## config.mk

```make
export PLATFORM = sky130hd
export DESIGN_NAME = seven_seg_mux_flat
export DESIGN_NICKNAME = d
export VERILOG_FILES = /design/src/rtl/seg_pkg.sv /design/src/rtl/seven_seg_mux_if.sv /design/src/rtl/bcd_to_seg.sv /design/src/rtl/seven_seg_mux.sv /design/src/flat_wrapper.sv
export SDC_FILE = /design/constraint.sdc
export NUM_CORES = 1
export LEC_CHECK = 0
export CORE_MARGIN = 2
export CORE_UTILIZATION = 55
export CTS_CLUSTER_SIZE = 10
export DETAILED_ROUTE_END_ITERATION = 16
export GPL_TIMING_DRIVEN = 1
export HOLD_SLACK_MARGIN = 0.05
export PLACE_DENSITY = 0.82
export SLEW_MARGIN = 20
export SYNTH_ARGS = -nofsm -noshare
export SYNTH_HDL_FRONTEND = slang
export SYNTH_SLANG_ARGS = --single-unit
```

## constraint.sdc

```tcl
create_clock -name iClk -period 5.11 [get_ports iClk]
set_input_delay 1.022 -clock iClk [delete_from_list [all_inputs] [get_ports iClk]]
set_output_delay 1.022 -clock iClk [all_outputs]
set_load 0.1 [all_outputs]
```

## src/rtl/seg_pkg.sv

```systemverilog
// Shared definitions for the two-digit seven-segment scan driver:
// scan states and active-high segment patterns in {g,f,e,d,c,b,a} order.
`default_nettype none

package seg_pkg;

    typedef enum logic [1:0] {
        SHOW_U = 2'd0,
        GAP_U  = 2'd1,
        SHOW_T = 2'd2,
        GAP_T  = 2'd3
    } scan_state_e;

    localparam logic [6:0] SEG_OFF  = 7'b0000000;
    localparam logic [6:0] SEG_0    = 7'b0111111;
    localparam logic [6:0] SEG_1    = 7'b0000110;
    localparam logic [6:0] SEG_2    = 7'b1011011;
    localparam logic [6:0] SEG_3    = 7'b1001111;
    localparam logic [6:0] SEG_4    = 7'b1100110;
    localparam logic [6:0] SEG_5    = 7'b1101101;
    localparam logic [6:0] SEG_6    = 7'b1111101;
    localparam logic [6:0] SEG_7    = 7'b0000111;
    localparam logic [6:0] SEG_8    = 7'b1111111;
    localparam logic [6:0] SEG_9    = 7'b1101111;
    localparam logic [6:0] SEG_DASH = 7'b1000000;

endpackage

`default_nettype wire

```

## src/rtl/seven_seg_mux_if.sv

```systemverilog
// Digit inputs from the counter stage and the registered display pin outputs.
`default_nettype none

interface seven_seg_mux_if;
    logic [3:0] iUnits;
    logic [3:0] iTens;
    logic [6:0] oSeg;
    logic [1:0] oDigit;
    logic       oFrame;

    modport master (output iUnits, output iTens,
                    input  oSeg,   input  oDigit, input oFrame);

    modport slave  (input  iUnits, input  iTens,
                    output oSeg,   output oDigit, output oFrame);
endinterface

`default_nettype wire

```

## src/rtl/bcd_to_seg.sv

```systemverilog
// Combinational BCD to active-high seven-segment decoder; codes 10-15 show a dash.
`default_nettype none

module bcd_to_seg
    import seg_pkg::*;
(
    input  logic [3:0] bcd_i,
    output logic [6:0] seg_o
);

    always_comb begin
        case (bcd_i)
            4'd0:    seg_o = SEG_0;
            4'd1:    seg_o = SEG_1;
            4'd2:    seg_o = SEG_2;
            4'd3:    seg_o = SEG_3;
            4'd4:    seg_o = SEG_4;
            4'd5:    seg_o = SEG_5;
            4'd6:    seg_o = SEG_6;
            4'd7:    seg_o = SEG_7;
            4'd8:    seg_o = SEG_8;
            4'd9:    seg_o = SEG_9;
            default: seg_o = SEG_DASH;
        endcase
    end

endmodule

`default_nettype wire

```

## src/rtl/seven_seg_mux.sv

```systemverilog
// Two-digit time-multiplexed seven-segment driver: frame-latched digits,
// blanking gaps between digits, registered pin outputs with selectable polarity.
`default_nettype none

module seven_seg_mux
    import seg_pkg::*;
#(
    parameter int REFRESH_DIV    = 50000,
    parameter int SEG_ACTIVE_LOW = 1,
    parameter int DIG_ACTIVE_LOW = 1,
    parameter int BLANK_LEADING  = 1
) (
    input  logic               iClk,
    input  logic               iRst_n,
    seven_seg_mux_if.slave     bus
);

    localparam int              PW         = (REFRESH_DIV > 1) ? $clog2(REFRESH_DIV) : 1;
    localparam logic [PW-1:0]   PRESC_LAST = PW'(REFRESH_DIV - 1);
    localparam logic [6:0]      SEG_POL    = (SEG_ACTIVE_LOW != 0) ? 7'h7F : 7'h00;
    localparam logic [1:0]      DIG_POL    = (DIG_ACTIVE_LOW != 0) ? 2'b11 : 2'b00;

    logic [PW-1:0] presc_q, presc_d;
    scan_state_e   state_q, state_d;
    logic [3:0]    units_q, units_d;
    logic [3:0]    tens_q,  tens_d;
    logic [6:0]    seg_q,   seg_d;
    logic [1:0]    digit_q, digit_d;
    logic          frame_q, frame_d;

    logic          w_slot_tick;
    logic          w_frame_start;
    logic [3:0]    w_dec_in;
    logic [6:0]    w_dec_seg;

    // State register: prescaler, scan state, digit latches and pin registers
    always_ff @(posedge iClk or negedge iRst_n) begin
        if (!iRst_n) begin
            presc_q <= '0;
            state_q <= GAP_T;
            units_q <= 4'd0;
            tens_q  <= 4'd0;
            seg_q   <= SEG_OFF ^ SEG_POL;
            digit_q <= 2'b00 ^ DIG_POL;
            frame_q <= 1'b0;
        end else begin
            presc_q <= presc_d;
            state_q <= state_d;
            units_q <= units_d;
            tens_q  <= tens_d;
            seg_q   <= seg_d;
            digit_q <= digit_d;
            frame_q <= frame_d;
        end
    end

    // Next-state logic
    always_comb begin
        w_slot_tick = (presc_q == PRESC_LAST);
        presc_d     = w_slot_tick ? '0 : presc_q + 1'b1;
        state_d     = state_q;
        if (w_slot_tick) begin
            case (state_q)
                SHOW_U:  state_d = GAP_U;
                GAP_U:   state_d = SHOW_T;
                SHOW_T:  state_d = GAP_T;
                default: state_d = SHOW_U;
            endcase
        end
        w_frame_start = w_slot_tick && (state_q == GAP_T);
        units_d       = w_frame_start ? bus.iUnits : units_q;
        tens_d        = w_frame_start ? bus.iTens  : tens_q;
        frame_d       = w_frame_start;
    end

    // Outputs are computed from the upcoming state and latches so the pins
    // change on the same edge as the scan state.
    assign w_dec_in = (state_d == SHOW_T) ? tens_d : units_d;

    bcd_to_seg u_dec (
        .bcd_i (w_dec_in),
        .seg_o (w_dec_seg)
    );

    always_comb begin
        seg_d   = SEG_OFF;
        digit_d = 2'b00;
        case (state_d)
            SHOW_U: begin
                seg_d   = w_dec_seg;
                digit_d = 2'b01;
            end
            SHOW_T: begin
                if (!((BLANK_LEADING != 0) && (tens_d == 4'd0))) begin
                    seg_d   = w_dec_seg;
                    digit_d = 2'b10;
                end
            end
            default: begin
                seg_d   = SEG_OFF;
                digit_d = 2'b00;
            end
        endcase
        seg_d   = seg_d ^ SEG_POL;
        digit_d = digit_d ^ DIG_POL;
    end

    assign bus.oSeg   = seg_q;
    assign bus.oDigit = digit_q;
    assign bus.oFrame = frame_q;

endmodule

`default_nettype wire

```

## src/flat_wrapper.sv

```systemverilog
// flat-port wrapper written by rule: the top's interface ports become plain ports
module seven_seg_mux_flat import seg_pkg::*;
#(
    parameter int REFRESH_DIV    = 50000,
    parameter int SEG_ACTIVE_LOW = 1,
    parameter int DIG_ACTIVE_LOW = 1,
    parameter int BLANK_LEADING  = 1
)
  (iClk, iRst_n, bus_iUnits, bus_iTens, bus_oSeg, bus_oDigit, bus_oFrame);
  seven_seg_mux_if bus_i ();
  input  logic iClk;
  input  logic iRst_n;
  input wire logic [$bits(bus_i.iUnits)-1:0] bus_iUnits;
  input wire logic [$bits(bus_i.iTens)-1:0] bus_iTens;
  output wire logic [$bits(bus_i.oSeg)-1:0] bus_oSeg;
  output wire logic [$bits(bus_i.oDigit)-1:0] bus_oDigit;
  output wire logic [$bits(bus_i.oFrame)-1:0] bus_oFrame;
  assign bus_i.iUnits = bus_iUnits;
  assign bus_i.iTens = bus_iTens;
  assign bus_oSeg = bus_i.oSeg;
  assign bus_oDigit = bus_i.oDigit;
  assign bus_oFrame = bus_i.oFrame;
  seven_seg_mux #(.REFRESH_DIV(REFRESH_DIV), .SEG_ACTIVE_LOW(SEG_ACTIVE_LOW), .DIG_ACTIVE_LOW(DIG_ACTIVE_LOW), .BLANK_LEADING(BLANK_LEADING)) u_core (.iClk(iClk), .iRst_n(iRst_n), .bus(bus_i));
endmodule
```

### After elaboration in Yosys (flattened, before gate mapping)

Memories as Yosys holds them, arrays and structs flattened.
Cells that the tools add are included.

* word-level logic and storage cells: 30
* memory bits (read-only): 112
* memories: 1
* bits in registers: 36

Memories
* (no name shown): words 16, width 7, rd ports 1, clocked after memory_dff 0, wr ports 0, line bcd_to_seg.sv:12 `case (bcd_i)`

* bitwise operators: 2
* eq/ne operators: 5
* reductions and logical operators: 4
* $add $sub $neg: 1
* mux-type cells: 10

Operators by type and width (count)
* 16-bit by 1-bit adder with 16-bit output (second input constant): 1
* 16-bit equality test (second input constant): 1
* 16-bit two-way mux: 1
* 7-bit case mux with 2 select lines: 1
* 4-bit two-way mux: 3
* 7-bit two-way mux: 1
* 7-bit inverter: 1
* 2-bit equality test (second input constant): 3
* 2-bit case mux with 3 select lines: 1
* 2-bit logical NOT: 2
* 4-bit logical NOT: 1
* 2-bit two-way mux: 2
* 2-bit case mux with 2 select lines: 1
* 2-bit by 1-bit equality test with 1-bit output (second input constant): 1
* 2-bit inverter: 1
* 1-bit logical AND: 1

### Depth between registers and ports, before layout

An unclocked memory read counts as a cell.

* word-level depth: 9
* depth in mapped cells: 10
* mapped depth without buffers: 10

### Modules after synthesis

Synthesis repeated with hierarchy kept, for this count alone.

* cell total of the unflattened synthesis: 193
* area total of the unflattened synthesis: 1915.6 µm²

By module, submodules not included
* seven_seg_mux: cells each 164, sequential area each 914.6 µm², instances 1, area each 1682.9 µm²
* bcd_to_seg: cells each 29, sequential area each 0.0 µm², instances 1, area each 232.7 µm²

### Least setup slack after synthesis

No wires, ideal clock.

* path kind: flip-flop to flip-flop
* start point: register u_core.presc_q[5]
* end point: register u_core.seg_q[4] (netlist: u_core.bus.oSeg[4])
* slack: 2367 ps
* arrival: 2661 ps
* cell stages (with the launch flop): 8
* required time: 5028 ps
* path buffers: 0
* library setup time: 82 ps
* cells stage by stage: dfrtp_1 -> or4b_4 -> nor4_4 -> mux2_4 -> mux2_2 -> ha_1 -> mux2_1 -> a22oi_1

* cells in the longest elaborated chain, start to end: 8
* elaborated cells between the ends (all ways): 13

RTL lines
* from (decl): line seven_seg_mux.sv:23 `logic [PW-1:0] presc_q, presc_d;`
* from (signal assigned): line seven_seg_mux.sv:47 `presc_q <= presc_d;`
* 16-bit equality test (*): line seven_seg_mux.sv:59 `w_slot_tick = (presc_q == PRESC_LAST);`
* 2-bit two-way mux / 1-bit logical AND (equally long branches): line seven_seg_mux.sv:62, seven_seg_mux.sv:70
* 2-bit equality test (tied with other cells): line seven_seg_mux.sv:78, seven_seg_mux.sv:88
* 4-bit two-way mux: line seven_seg_mux.sv:78 `assign w_dec_in = (state_d == SHOW_T) ? tens_d : units_d;`
* memory 16 x 7 bit
* 7-bit two-way mux: line seven_seg_mux.sv:94 `if (!((BLANK_LEADING != 0) && (tens_d == 4'd0))) begin`
* 7-bit case mux with 2 select lines (*): line seven_seg_mux.sv:88 `case (state_d)`
* 7-bit inverter (no line) (*)
* named net u_core.seg_d[4]: line seven_seg_mux.sv:27 `logic [6:0] seg_q, seg_d;`
* to (signal assigned): line seven_seg_mux.sv:43 `seg_q <= SEG_OFF ^ SEG_POL;`
* to (signal assigned): line seven_seg_mux.sv:51 `seg_q <= seg_d;`
* to (decl): line seven_seg_mux.sv:27

Mark *: on every way through the listed nets, which the timed path passes. The rest lies on a longest branch.

### Final worst setup path

* start point: register u_core.presc_q[11]
* end point: register u_core.seg_q[4] (netlist: u_core.bus.oSeg[4])

Same word-level chain as after synthesis.

==> summary.txt <==
Run status
  • Status: finished clean

Synthesis
  • Synth area leaders: dfrtp_1, dfstp_2, mux2i_1, ha_1, inv_1
  • Synth cell types: 34
  • Yosys warns: 0
  • Yosys top cell by area: dfrtp_1
  • Synth top area share: around a third
  • Post-Syn Instances: about 160
  • Post-synthesis sequential area ratio: around 51%
  • Mapped Area: between 1500 and 2000 um2
  • Synthesized net count: around 180
  • Seq cells post-synth: 36
  • Syn_area_per_cell: 11.1 um2

Placement
  • Gpl congestion: between 0.8 and 0.9
  • Post-DP HPWL: around 2500 um
  • Port bufs: 19
  • Post-Place Cells: 225

Cells and area
  • Final core utilization: between 60 and 70%
  • Fin nets: 207
  • Filler cells: between 200 and 250
  • Ant diodes: 0
  • Syn-to-layout area delta: 17.2%
  • Share of layout cells above drive strength 1: between 10% and 20%
  • Non-filler cells, final: around 230
  • Area occupied by multi-input gates: approximately 810 um2
  • Sequential cell area: about 910 um2

Timing
  • Peak Freq: approximately 300 MHz
  • Final Cycle Share: approximately 64%
  • TNS Setup: 0 ns
  • Unrepaired setup endpoints after global routing: false
  • Slew Viols, Final: 0
  • Crit path time final: ~3.3 ns
  • Fin. Hold Viols: 0
  • Max-slew headroom: 34.0%
  • Pin slew with the least headroom to its limit: slightly below 1 ns
  • Setup Viol. Count Final: 0
  • Clock skew: between 0.01 and 0.015 ns

Floorplan
  • Die area: between 3000 and 4000 um2
  • Die width: between 60 and 70 um
  • Starting density of the core: 58.5%
  • I/O pin count: 20
  • Die Ht: ~61 um
  • Row Count: 20
  • Core box area: between 3000 and 4000 um2

Route
  • Final routed DRC violation total: 0
  • Final WL: approximately 3400 um
  • Drt pass-1 iters: 4
  • Drt via density: between 5 and 6
  • Avg WL per Cell: 14.6 um
  • Via count of the routed design: ~1300
  • Initial DRC count: 57
  • Post-route ant nets: 0

GRT
  • Total track usage: between 20% and 30%
  • Pin count of the biggest net entering global routing: 37
  • Vias in the first global route: between 1000 and 1500
  • First-pass GRT wire length: between 6000 and 7000 um
  • Antenna violations before repair: 0
  • Congestion Overflow GR: 0

Setup path
  • Worst Setup End Kind: flop
  • Worst path max stage delay: about 0.70 ns
  • Reg2Reg Setup Slack: 1.82 ns
  • Worst endpoint required time: 5.38 ns
  • Setup Crit Path Kind: flop to flop
  • Worst-path fanout max: 15
  • Reg-to-Reg End: u_core.bus.oSeg[4]$_DFF_PN1_
  • Crit-path cells: or4b_1 > nor4_4 > mux2_4 > mux2_2 > ha_1 > mux2_1 > a22oi_1
  • WP buf/inv: 0
  • CP max stage cell: nor4_4
  • Critical Path AT: 3.56 ns
  • FF-to-FF Start: u_core.presc_q[11]$_DFF_PN0_
  • R2r worst-path depth: 7
  • Critical path's top delay family: simple AND/OR/NAND/NOR gates
  • Startpoint Class: flop

Clock tree
  • Max H-tree Level: 2
  • Post-CTS setup buffers: 0
  • CTS Hold Bufs: 0
  • Root buffer cell: clkbuf_4
  • CTS sink cnt: 36
  • CTS tree: yes
  • Clk slew on worst S/H paths: 0.11 ns
  • Max Buffers Root-to-Sink: 2
  • Clk_lat worst skew: approximately 0.35 ns
  • Num CTS Buffers: 5
  • Post-CTS sizing: 0

Power and ir drop
  • Peak supply drop: approximately 0.15 mV
  • Tot Pwr: roughly 0.46 mW
  • Power Dens Cells: approximately 220 nW/um2
  • Leak Pwr: around 1.0 nW

Hold path
  • HP Class: flop to flop
  • Hold EP: u_core.presc_q[0]$_DFF_PN0_
  • Hold path cells: 1
  • Hold wc startpoint: u_core.presc_q[0]$_DFF_PN0_

Run
  • Maxcap violations: 0
==> layer usage <==
metal / routed length, um / vias to the layer above / GRT usage, %
li1: - / 606 / -
met1: 1440 / 632 / 26.9
met2: 1760 / 20 / 38.9
met3: 103 / 9 / 4.20
met4: 97 / 0 / 12.1
met5: 0 / - / 0
==> how the worst max path moves through the flow <==
stage                                             from                      endpoint  slack [ns]  cells after the start
final                     u_core.presc_q[11]$_DFF_PN0_  u_core.bus.oSeg[4]$_DFF_PN1_        1.82                      7
after global routing      u_core.presc_q[11]$_DFF_PN0_  u_core.bus.oSeg[5]$_DFF_PN1_        1.63                      7
after CTS                 u_core.presc_q[11]$_DFF_PN0_  u_core.bus.oSeg[4]$_DFF_PN1_        1.82                      7
after detailed placement  u_core.presc_q[11]$_DFF_PN0_  u_core.bus.oSeg[4]$_DFF_PN1_        1.85                      7
after global placement    u_core.presc_q[11]$_DFF_PN0_  u_core.bus.oSeg[4]$_DFF_PN1_        1.99                      7
after floorplan            u_core.presc_q[5]$_DFF_PN0_  u_core.bus.oSeg[4]$_DFF_PN1_        2.37                      7
==> cell usage after synthesis <==
cell	n
nand2_1	10
nor3_1	1
o211ai_1	1
nor4_2	1
mux2i_1	12
ha_1	9
or4b_4	1
dfstp_2	11
mux2_2	3
xor2_1	7
nand3_1	5
a211oi_2	1
mux2_4	1
mux2_1	2
a21oi_1	5
nor2b_1	1
or3_1	2
nand2b_1	1
and3_1	4
inv_1	17
mux2i_2	1
nor2_1	12
nand4b_1	1
nor4_1	3
nand4_1	3
xnor2_1	5
dfrtp_1	25
or4b_1	1
nor4_4	1
a22oi_1	4
clkbuf_1	1
o21ai_0	8
buf_4	1
or2_2	1
==> cells in the final DEF, fill, tap and decap left out, types with 2 or more instances in the layout <==
cell             synthesis  layout
and3_1                   4       4
nand2_1                 10      10
or3_1                    2       2
o21ai_0                  8       8
mux2_1                   2       2
nor4_1                   3       3
a22oi_1                  4       4
buf_4                    1       2
clkinv_2                 0       2
clkbuf_4                 0       5
mux2_2                   3       3
dfstp_2                 11      11
nand3_1                  5       5
dfrtp_1                 25      25
inv_1                   17      17
nor2_1                  12      12
xor2_1                   7       7
mux2i_1                 12      12
nand4_1                  3       3
ha_1                     9       9
xnor2_1                  5       5
clkdlybuf4s50_1          0      19
a21oi_1                  5       5
==> stage by stage <==
step	hold WS, ns	setup WS (ns)	cell area (um2)
after global placement	0.477	1.99	2050
final	0.490	1.82	2110
after floorplan	0.441	2.37	1800
after detailed placement	0.481	1.85	2050
after global routing	0.532	1.63	2110
after CTS	0.495	1.82	2110
==> worst register-to-register path, cell delays in order (launching register included) <==
cell and delay [ns]:
dfrtp_1 0.44, or4b_1 0.62, nor4_4 0.70, mux2_4 0.34
mux2_2 0.42, ha_1 0.24, mux2_1 0.31, a22oi_1 0.16
==> sequential cells by signal (all words and copies together), names as in the netlist <==
| register | count |
|---|---|
| u_core.bus.oSeg | 7 |
| u_core.tens_q | 4 |
| u_core.state_q | 2 |
| u_core.presc_q | 16 |
| u_core.bus.oFrame | 1 |
| u_core.bus.oDigit | 2 |
| u_core.units_q | 4 |
==> cell families (layout without fill, tap and decap cells) <==
| group | after synthesis | count (layout) | share of synthesized area (%) |
|---|---|---|---|
| mux | 19 | 19 | 11.4 |
| xor+xnor | 12 | 12 | 5.84 |
| fa+ha+maj | 9 | 9 | 6.25 |
| compound gates | 19 | 19 | 6.39 |
| buf+inv | 19 | 46 | 4.17 |
| flops | 36 | 36 | 50.8 |
| simple gates | 48 | 48 | 15.1 |
==> final cells by class <==
cell class | count | share of cell area [%]
sequential | 36 | 43.3
clock inverter | 2 | 0.474
clock buffer | 6 | 2.43
multi-input combinational | 107 | 38.4
tap | 44 | 2.61
inverter | 17 | 3.02
timing repair buffer | 21 | 9.72
==> report_power, final <==
group          leakage [nW]  switching, mW  internal, mW
Clock                0.0380         0.0948        0.0654
Sequential            0.449              0         0.285
Combinational         0.525        0.00650       0.00671
Note: power is estimated with default switching activity, not from simulation.
